### config.mk
export PLATFORM = sky130hd
export DESIGN_NAME = fp16_accumulator
export DESIGN_NICKNAME = d
export VERILOG_FILES = /design/src/rtl/fp16_accumulator.sv
export SDC_FILE = /design/constraint.sdc
export NUM_CORES = 1
export LEC_CHECK = 0
export ABC_AREA = 1
export CORE_ASPECT_RATIO = 2
export CORE_MARGIN = 1.5
export CORE_UTILIZATION = 50
export DETAILED_ROUTE_END_ITERATION = 7
export GPL_TIMING_DRIVEN = 0
export MAX_ROUTING_LAYER = met4
export PLACE_DENSITY = 0.77
export SETUP_SLACK_MARGIN = 0.3
export SLEW_MARGIN = 20
export SYNTH_ARGS = -nofsm -noshare
export SYNTH_HDL_FRONTEND = slang
export SYNTH_SLANG_ARGS = --single-unit
### constraint.sdc
create_clock -name clk -period 10 [get_ports clk]
set_clock_uncertainty 0.1 [all_clocks]
set_input_delay 3 -clock clk [delete_from_list [all_inputs] [get_ports clk]]
set_output_delay 3 -clock clk [all_outputs]
set_load 0.02 [all_outputs]
### src/rtl/fp16_accumulator.sv
// Iterative fp16 running-sum accumulator: accept, align, add and normalize take one cycle each.
// Operands with exponent 0 are zero, there are no subnormals, and results saturate at the largest finite value.
module fp16_accumulator #(
  parameter int CNT_WIDTH = 8
) (
  input  logic                 clk,
  input  logic                 reset_b,
  input  logic [15:0]          product,
  input  logic                 product_valid,
  input  logic                 last,
  output logic                 in_ready,
  input  logic                 acc_clear,
  output logic [15:0]          sum,
  output logic                 sum_valid,
  output logic [CNT_WIDTH-1:0] term_count,
  output logic                 busy
);

  typedef enum logic [1:0] {IDLE = 2'd0, ALIGN = 2'd1, ADD = 2'd2, NORM = 2'd3} state_t;

  state_t      state, state_next;
  logic [15:0] acc_r, op_r;
  logic        last_r;
  logic        big_sign_r, sub_r;
  logic [4:0]  big_exp_r;
  logic [10:0] big_sig_r, small_sig_r;
  logic [11:0] raw_r;

  function automatic logic [3:0] lzc11(input logic [10:0] v);
    logic [3:0] n;
    logic       found;
    n = 4'd0;
    found = 1'b0;
    for (int i = 10; i >= 0; i--) begin
      if (!found && v[i]) begin
        found = 1'b1;
      end else if (!found) begin
        n = n + 4'd1;
      end else begin
        n = n;
      end
    end
    return n;
  endfunction

  assign in_ready = reset_b & (state == IDLE) & ~acc_clear;
  assign busy     = (state != IDLE);

  // Operand ordering and alignment, fed by the accumulator and the captured product
  logic        a_zero, b_zero, a_big;
  logic [14:0] mag_a, mag_b;
  logic [10:0] sig_a, sig_b, al_big, al_small_raw, al_small;
  logic [4:0]  al_diff;
  always_comb begin
    a_zero       = (acc_r[14:10] == 5'd0);
    b_zero       = (op_r[14:10] == 5'd0);
    mag_a        = a_zero ? 15'd0 : acc_r[14:0];
    mag_b        = b_zero ? 15'd0 : op_r[14:0];
    sig_a        = a_zero ? 11'd0 : {1'b1, acc_r[9:0]};
    sig_b        = b_zero ? 11'd0 : {1'b1, op_r[9:0]};
    a_big        = (mag_a >= mag_b);
    al_big       = a_big ? sig_a : sig_b;
    al_small_raw = a_big ? sig_b : sig_a;
    al_diff      = a_big ? (mag_a[14:10] - mag_b[14:10]) : (mag_b[14:10] - mag_a[14:10]);
    if (al_diff >= 5'd11) begin
      al_small = 11'd0;
    end else begin
      al_small = al_small_raw >> al_diff;
    end
  end

  // Normalization and special-result handling of the raw sum
  logic               [3:0]  nm_lz;
  logic               [10:0] nm_shift;
  logic               [9:0]  nm_man;
  logic signed        [6:0]  nm_exp;
  logic               [15:0] result;
  always_comb begin
    nm_lz    = lzc11(raw_r[10:0]);
    nm_shift = raw_r[10:0] << nm_lz;
    if (raw_r[11]) begin
      nm_man = raw_r[10:1];
      nm_exp = $signed({2'b00, big_exp_r}) + 7'sd1;
    end else begin
      nm_man = nm_shift[9:0];
      nm_exp = $signed({2'b00, big_exp_r}) - $signed({3'b000, nm_lz});
    end
    if (raw_r == 12'd0) begin
      result = 16'h0000;
    end else if (nm_exp <= 7'sd0) begin
      result = 16'h0000;
    end else if (nm_exp >= 7'sd31) begin
      result = {big_sign_r, 15'h7BFF};
    end else begin
      result = {big_sign_r, nm_exp[4:0], nm_man};
    end
  end

  // Next-state logic; a clear aborts from any state
  always_comb begin
    state_next = state;
    if (acc_clear) begin
      state_next = IDLE;
    end else begin
      case (state)
        IDLE:    state_next = (product_valid && in_ready) ? ALIGN : IDLE;
        ALIGN:   state_next = ADD;
        ADD:     state_next = NORM;
        NORM:    state_next = IDLE;
        default: state_next = IDLE;
      endcase
    end
  end

  // State register
  always_ff @(posedge clk or negedge reset_b) begin
    if (!reset_b) begin
      state <= IDLE;
    end else begin
      state <= state_next;
    end
  end

  // Datapath stages, accumulator, result and term counter
  always_ff @(posedge clk or negedge reset_b) begin
    if (!reset_b) begin
      acc_r       <= 16'h0000;
      op_r        <= 16'h0000;
      last_r      <= 1'b0;
      big_sign_r  <= 1'b0;
      sub_r       <= 1'b0;
      big_exp_r   <= 5'd0;
      big_sig_r   <= 11'd0;
      small_sig_r <= 11'd0;
      raw_r       <= 12'd0;
      sum         <= 16'h0000;
      sum_valid   <= 1'b0;
      term_count  <= {CNT_WIDTH{1'b0}};
    end else if (acc_clear) begin
      acc_r      <= 16'h0000;
      term_count <= {CNT_WIDTH{1'b0}};
      sum_valid  <= 1'b0;
    end else begin
      sum_valid <= 1'b0;
      case (state)
        IDLE: begin
          if (product_valid && in_ready) begin
            op_r   <= product;
            last_r <= last;
          end
        end
        ALIGN: begin
          big_sign_r  <= a_big ? acc_r[15] : op_r[15];
          big_exp_r   <= a_big ? acc_r[14:10] : op_r[14:10];
          big_sig_r   <= al_big;
          small_sig_r <= al_small;
          sub_r       <= (acc_r[15] != op_r[15]);
        end
        ADD: begin
          raw_r <= sub_r ? ({1'b0, big_sig_r} - {1'b0, small_sig_r})
                         : ({1'b0, big_sig_r} + {1'b0, small_sig_r});
        end
        NORM: begin
          if (last_r) begin
            sum        <= result;
            sum_valid  <= 1'b1;
            acc_r      <= 16'h0000;
            term_count <= {CNT_WIDTH{1'b0}};
          end else begin
            acc_r <= result;
            if (term_count != {CNT_WIDTH{1'b1}}) begin
              term_count <= term_count + {{(CNT_WIDTH-1){1'b0}}, 1'b1};
            end
          end
        end
        default: begin
          acc_r <= acc_r;
        end
      endcase
    end
  end

endmodule

Word level (Yosys, flattened, before mapping). Cells that the tools add are included.

Equality and inequality tests: 5. Bitwise gates (word level): 3. Reduce and logical (&&, ||, !) cells: 33. Add/subtract/negate cells: 17. $lt $le $gt $ge: 4. Multiplexer cells: 60. Shift-type cells: 2.

Operators by type and width (number): $mux W16 (5); $mux W4 (20); $mux W11 (5); $mux W15 (3); $add A4 B1 Y4 const B (10); $mux W8 (4); $mux W1 (16); $ge A15 B15 Y1 (1); $add A11 B11 Y12 (1); $logic_not A12 Y1 (1); $mux W12 (1); $sub A11 B11 Y12 (1); $logic_and A1 B1 Y1 (11); $shl A11 B4 Y10 (1); $shr A11 B5 Y11 (1); $logic_not A1 Y1 (10); $logic_not A5 Y1 (2); $mux W10 (1); $mux W5 (2); $sub A5 B5 Y5 (2); $add A8 B1 Y8 const B (1); $ne A8 B8 Y1 const B (1); $pmux W2 S4 (1); $ge A7 B6 Y1 const B (1); other kinds (16) (22).

Flip-flop bits (word level): 101. Word-level logic and storage cells: 137. Output and inout port bits: 27.

Depth between registers and ports, before layout. Gate-level depths: netlist of the first run.

Depth after elaboration: 40. Mapped depth: 40.

Worst setup path after synthesis of the first run. No wires, ideal clock.

Path type: input-to-output. Start point: in reset_b. End point: out in_ready. Arrival: 3348 ps. Stages: 2. Slack: 3552 ps. Path buffers: 0. Cells stage by stage: nand2_1 -> nor2_1.

Cells in the longest elaborated chain, start to end: 2.

Ends and longest elaborated chain: start: declaration (line 7) `input logic reset_b,`; $and A1 B1 Y1 (2 in a row) (line 46) `assign in_ready = reset_b & (state == IDLE) & ~acc_clear;`; end: declaration (line 11) `output logic in_ready,`.

No other way between the ends.

Worst setup path in the final report of the first run.
Start point: in acc_clear. End point: out in_ready.

Cells in the longest elaborated chain, start to end: 2.

Ends and longest elaborated chain: start: declaration (line 12) `input logic acc_clear,`; $not A1 Y1 (no line); $and A1 B1 Y1 (line 46).

No other way between the ends.

==> flow_summary.yaml, run 1 <==
route:
  viasPerCell: 5.36
  vias: 7137
  ant_nets: 0
  wl_um: 19600
  drtIter0Drc: 419
  first_pass_iters: 5
  drc: 0
  routedWlPerCell_um: 14.8
critical_path:
  slowest_delay_ps: 620
  required_ps: 6900
  path_cells: "clkdlybuf4s50_1 > nor2_1 > clkdlybuf4s50_1"
  cp-start-kind: "input pin"
  critPathMaxFanout: 6
  arrival_ps: 4320
  crit_type: "input pin to output port"
  end_kind: "output port"
  critPathMostFrequentCell: "clkdlybuf4s50_1"
  crit_path_top_delay_cell: "clkdlybuf4s50_1"
logic_synthesis:
  syn-cell-area_um2: 7480
  synth.avg_cell_area_um2: 6.98
  synth_top_family_by_area: "simple AND/OR/NAND/NOR gates"
  synth_simple_gate_area_frac: 0.293
  synth-compound-area-share: 0.142
  synthAdderAreaFrac: 0.0943
  synthesis.nets: 1147
  yosysSeqAreaShare: 0.338
  synth-seq-cells: 101
  synth_xor_xnor_area_share: 0.0269
  synthMuxAreaShare: 0.0166
  synth_cell_types: 43
  synthCells: 1072
  yosysWarnings: 0
place:
  gp_congestion: 0.997
  hpwlAfterDp_um: 16000
  dp_cells: 1315
  port_buffers: 47
global_route:
  grt_usage: 0.276
  grt_max_degree: 79
  grt_pass1_vias: 6933
  overflow: 0
  grt_pass1_wl_um: 32300
  antenna_found_initial: 0
die:
  die_h_um: 176
  core-area_um2: 14700
  row_count: 63
  start_util: 0.508
  die_area_um2: 15800
  ios: 48
  die_width_um: 89.5
pwr:
  p_leak_nw: 4.44
  ir_drop_mv: 0.137
  power_w: 0.00295
  power_density_nw_per_um2: 347
sta:
  worst_slew_pin_slew_ps: 801
  drv_slew: 0
  min_period_ps: 7420
  max_freq_ghz: 0.135
  hold_viol: 0
  fin_setup_tns_ps: 0
  post-route-period-util: 0.742
  max_slew_margin: 0.463
  setup_violations: 0
  rsz0062_at_grt: "false"
clocking:
  h-tree-depth: 3
  post_cts_resized: 0
  clock_tree.root_cell: "clkbuf_16"
  cts_buffers: 9
  postCtsSetupBuffers: 0
  hold_buffers: 0
  cts_sinks: 101
  clk_latency_ps: 360
  cts_tree: "built"
  clkTransAtPathRegs_ps: 70
  clockBufferDepth: 2
final_layout:
  final_cells: 1331
  fill_cells: 1456
  multiInputGateArea_um2: 4290
  drive_above_1_share: 0.0581
  fin_util: 0.578
  final_nets: 1206
  area_delta_synth_final_pct: 13.8
  seq_area_um2: 2530
  antenna_cells: 0
flow_run:
  cap_violations: 0
status:
  status: "completed"
worst_hold_path:
  min_path_type: "flip-flop to flip-flop"
-- critical path: cells and delay by family --
kind / cells / cell delay, ps
buffers and inverters: 2 / 1130
AND/OR/NAND/NOR: 1 / 190
-- layout by cell type (no fill, tap or decap), types with 3 or more instances in the layout --
| cell | count |
|---|---|
| nand2_1 | 321 |
| inv_1 | 122 |
| dfrtp_1 | 101 |
| nand3_1 | 98 |
| o21ai_0 | 78 |
| a21oi_1 | 69 |
| nor2_1 | 55 |
| ha_1 | 50 |
| clkdlybuf4s50_1 | 46 |
| clkbuf_1 | 32 |
| o21ai_1 | 20 |
| xor2_1 | 13 |
| nand4_1 | 12 |
| mux2_2 | 11 |
| xnor2_1 | 10 |
| inv_2 | 9 |
| o22ai_1 | 9 |
| clkbuf_16 | 9 |
| nor3_1 | 8 |
| nand2_2 | 6 |
| buf_2 | 6 |
| nand3_2 | 4 |
| fa_1 | 4 |
| a221oi_1 | 3 |
| inv_6 | 3 |
-- synthesized netlist by cell type (all sizes together) --
master   count  area, um2
a2111oi      1       8.76
a211oi       1       7.51
a21boi       1       7.51
a21o         2       15.0
a21oi       70        362
a221oi       3       26.3
a31oi        2       12.5
buf          9       48.8
clkbuf      32        120
clkinv       2       7.51
dfrtp      101       2530
fa           4       80.1
ha          50        626
inv        131        492
mux2        11        124
nand2      329       1260
nand3      103        548
nand3b       2       15.0
nand4       12       75.1
nor2        58        244
nor3         8       40.0
nor3b        1       7.51
o211ai       2       15.0
o21ai      100        508
o21bai       2       15.0
o22ai       10       68.8
o31ai        2       15.0
xnor2       10       87.6
xor2        13        114
-- registers in the layout (all words and copies together) (netlist names) --
signal,count
term_count,8
big_exp_r,5
sum_valid,1
acc_r,16
small_sig_r,11
big_sign_r,1
op_r,16
sub_r,1
sum,16
raw_r,12
big_sig_r,11
state,2
last_r,1
-- cells by family (layout without fill, tap and decap cells) --
group | count (synthesis) | in the layout
and+or+nand+nor | 513 | 513
AOI/OAI and AO/OA | 196 | 196
buffers and inverters | 174 | 238
DFF | 101 | 101
adders and majority gates | 54 | 54
xor gates and xnor gates | 23 | 23
muxes | 11 | 11
-- where the power goes --
group	internal [W]	switching [W]
clock	0.000180	0.000166
combinational	0.000697	0.00125
sequential	0.000539	0.000123
total	0.00142	0.00153
-- metal layers --
metal / GRT usage / share of wire
met1: 0.269 / 0.35
met4: 0.160 / 0.060
met5: - / 0
met2: 0.509 / 0.57
met3: 0.0229 / 0.021
-- area by class of cell --
| class | count | area share |
|---|---|---|
| clock inverter | 6 | 0.00588 |
| tap | 195 | 0.0287 |
| clock buffer | 10 | 0.0281 |
| inverter | 133 | 0.0586 |
| buffer | 41 | 0.0198 |
| sequential | 101 | 0.297 |
| multi-input combinational | 797 | 0.503 |
| timing repair buffer | 48 | 0.0586 |
-- metrics by stage --
stage	worst slack, ps	hold WS [ps]	cell area (um2)
floorplan	3550	349	7480
global placement	-856	365	8200
detailed placement	2580	365	8230
CTS	2570	385	8510
global route	2530	411	8510
finish	2580	382	8510
-- path summary, 6_finish.rpt --
path / end / slack [ps] / cells after the start / start
hold reg to reg: sum[3]$_DFFE_PN0P_ / 380 / 2 / sum[3]$_DFFE_PN0P_
setup / recovery: in_ready / 2580 / 3 / acc_clear
setup reg to reg: acc_r[3]$_DFFE_PN0P_ / 3610 / 38 / raw_r[9]$_DFFE_PN0P_
min in group asynchronous: term_count[3]$_DFFE_PN0P_ / 2390 / 1 / reset_b
hold / removal: sum[3]$_DFFE_PN0P_ / 380 / 2 / sum[3]$_DFFE_PN0P_
max in group asynchronous: small_sig_r[6]$_DFFE_PN0P_ / 6750 / 2 / reset_b
No activity file was read; power rests on OpenSTA's default activity.
==> inputs of run 2 (changes only) <==
PLACE_DENSITY = 0.8   (was 0.77)
clock period = 6.73 ns   (was 10 ns; I/O delays follow)
==> run 2 against run 1 <==
Die area stayed put. Clock power is 56% higher. Critical path depth is 35 higher. Global-route usage hardly changed. Hold slack worse by 1.1 ps. Cell count hardly changed. Sequential share of layout area is 0.17 points lower. Via count is 1.1% higher. Total power is 52% higher. Worst setup slack worse by 1900 ps.
==> flow_summary.yaml, run 2 (synthesis results as in run 1) <==
final_layout:
  final_common_cell: "nand2_1"
  fill_cells: 1397
  seq_area_um2: 2530
  final_cell_area_um2: 8570
  multiInputGateArea_um2: 4310
  drive_above_1_share: 0.0642
  final_nets: 1207
  largestRegisters: "acc_r (16), op_r (16), sum (16)"
  area_delta_synth_final_pct: 14.5
  fin_util: 0.581
  mostFrequentLayoutCells: "320 x nand2_1, 122 x inv_1, 100 x dfrtp_1, 98 x nand3_1, 77 x o21ai_0"
  antenna_cells: 0
critical_path:
  crit_type: "flip-flop to flip-flop"
  crit_path_top_delay_cell: "dfrtp_1"
  end_kind: "flip-flop"
  critPathMostFrequentCell: "nand2_1"
  cp-start-kind: "flip-flop"
  cp_num_buf_inv: 7
  critPathMaxFanout: 10
  path_delay_family: "simple AND/OR/NAND/NOR gates"
  arrival_ps: 6210
  slowest_delay_ps: 440
  required_ps: 6930
sta:
  drv_slew: 0
  post-route-period-util: 0.893
  rsz0062_at_grt: "true"
  max_freq_ghz: 0.166
  setup_violations: 0
  whs_ps: 380
  hold_viol: 0
  max_slew_margin: 0.439
  worst_slew_pin_slew_ps: 835
  min_period_ps: 6010
status:
  status: "completed"
global_route:
  grt_pass1_vias: 7093
  grt_max_degree: 79
  antenna_found_initial: 0
  grt_pass1_wl_um: 32400
  grt_busiest_layer: "met2"
  gr-usage-met2: 0.499
  grt_usage: 0.275
  overflow: 0
  use_met1: 0.262
  use_met3: 0.0290
die:
  die_area_um2: 15800
  die_h_um: 176
  start_util: 0.508
  core-area_um2: 14700
  die_width_um: 89.5
  ios: 48
  row_count: 63
clocking:
  cts_sinks: 101
  h-tree-depth: 3
  clock_tree.root_cell: "clkbuf_16"
  cts_buffers: 9
  clockBufferDepth: 2
  clkTransAtPathRegs_ps: 70
  cts_tree: "built"
  clk_latency_ps: 360
pwr:
  ir_drop_mv: 0.219
  p_leak_nw: 4.45
  power_density_nw_per_um2: 524
place:
  hpwlAfterDp_um: 16000
  dpl_cell_area_um2: 8230
  port_buffers: 47
  gp_congestion: 0.979
worst_hold_path:
  min_path_type: "flip-flop to flip-flop"
route:
  drtIter0Drc: 383
  first_pass_iters: 7
  ant_nets: 0
  vias: 7215
  wl_um: 19700
  routedWlPerCell_um: 14.8
  viasPerCell: 5.42
  drc: 0
flow_run:
  cap_violations: 0
-- run 2: changes by cell type in the layout (fill, tap and decap cells not counted), sizes merged --
cell / previous run / this run
inv: 135 / 134
bufinv: 0 / 1
clkbuf: 42 / 39
buf: 11 / 14
clkinv: 3 / 2
clkinvlp: 1 / 3
-- run 2: per-layer routing --
layer	part of all wire	vias to the layer above
met3	0.026	89
met2	0.56	181
met5	0	-
li1	-	3623
met1	0.35	3322
met4	0.069	0
-- run 2: repair_timing --
item,CTS,global route
hold endpoints to repair,0,0
resized for setup,0,13
setup endpoints to repair,0,32
hold buffers,0,0
setup buffers,0,1
-- run 2: worst paths after layout --
check                                      start                   endpoint  slack [ps]  cells past startpoint
setup reg to reg           raw_r[10]$_DFFE_PN0P_       acc_r[3]$_DFFE_PN0P_         720                     38
max in group asynchronous                reset_b       raw_r[9]$_DFFE_PN0P_        4470                      2
min in group asynchronous                reset_b  term_count[4]$_DFFE_PN0P_        1410                      1
setup / recovery           raw_r[10]$_DFFE_PN0P_       acc_r[3]$_DFFE_PN0P_         720                     38
hold / removal                sum[2]$_DFFE_PN0P_         sum[2]$_DFFE_PN0P_         380                      2
hold reg to reg               sum[2]$_DFFE_PN0P_         sum[2]$_DFFE_PN0P_         380                      2
-- run 2: power breakdown --
group / switching [W] / internal [W]
sequential: 0.000182 / 0.000802
combinational: 0.00190 / 0.00106
clock: 0.000247 / 0.000294
-- run 2: area by class of cell --
cell class	instances	share of cell area
Clock buffer	9	0.0263
Buffer	41	0.0202
Timing Repair Buffer	49	0.0591
Inverter	133	0.0583
Sequential cell	101	0.295
Tap cell	195	0.0285
Multi-Input combinational cell	797	0.503
Clock inverter	7	0.00949
-- run 2: worst reg2reg max path, delay by kind of cell (launching register included) --
family / cells / cell delay [ps]
buffers and inverters: 7 / 890
AOI/OAI and AO/OA: 5 / 610
and+or+nand+nor: 19 / 1940
xor gates and xnor gates: 1 / 180
adders and majority gates: 6 / 1770
DFF: 1 / 440
-- run 2: stage by stage --
stage	TNS (ps)	cells	setup slack, ps	total power (W)
4_1_cts	0	1331	371	0.00443
6_report	0	1332	722	0.00449
3_3_place_gp	-20140	1314	-2140	0.00378
5_1_grt	0	1332	267	0.00492
2_1_floorplan	0	1072	1180	0.00311
3_5_place_dp	0	1315	391	0.00387
==> inputs of run 3 (changes only) <==
ABC_CLOCK_PERIOD_IN_PS = 6730   (was not set)
==> results of run 3 <==
Final layout, timing and power as in run 2 (identical DEF).
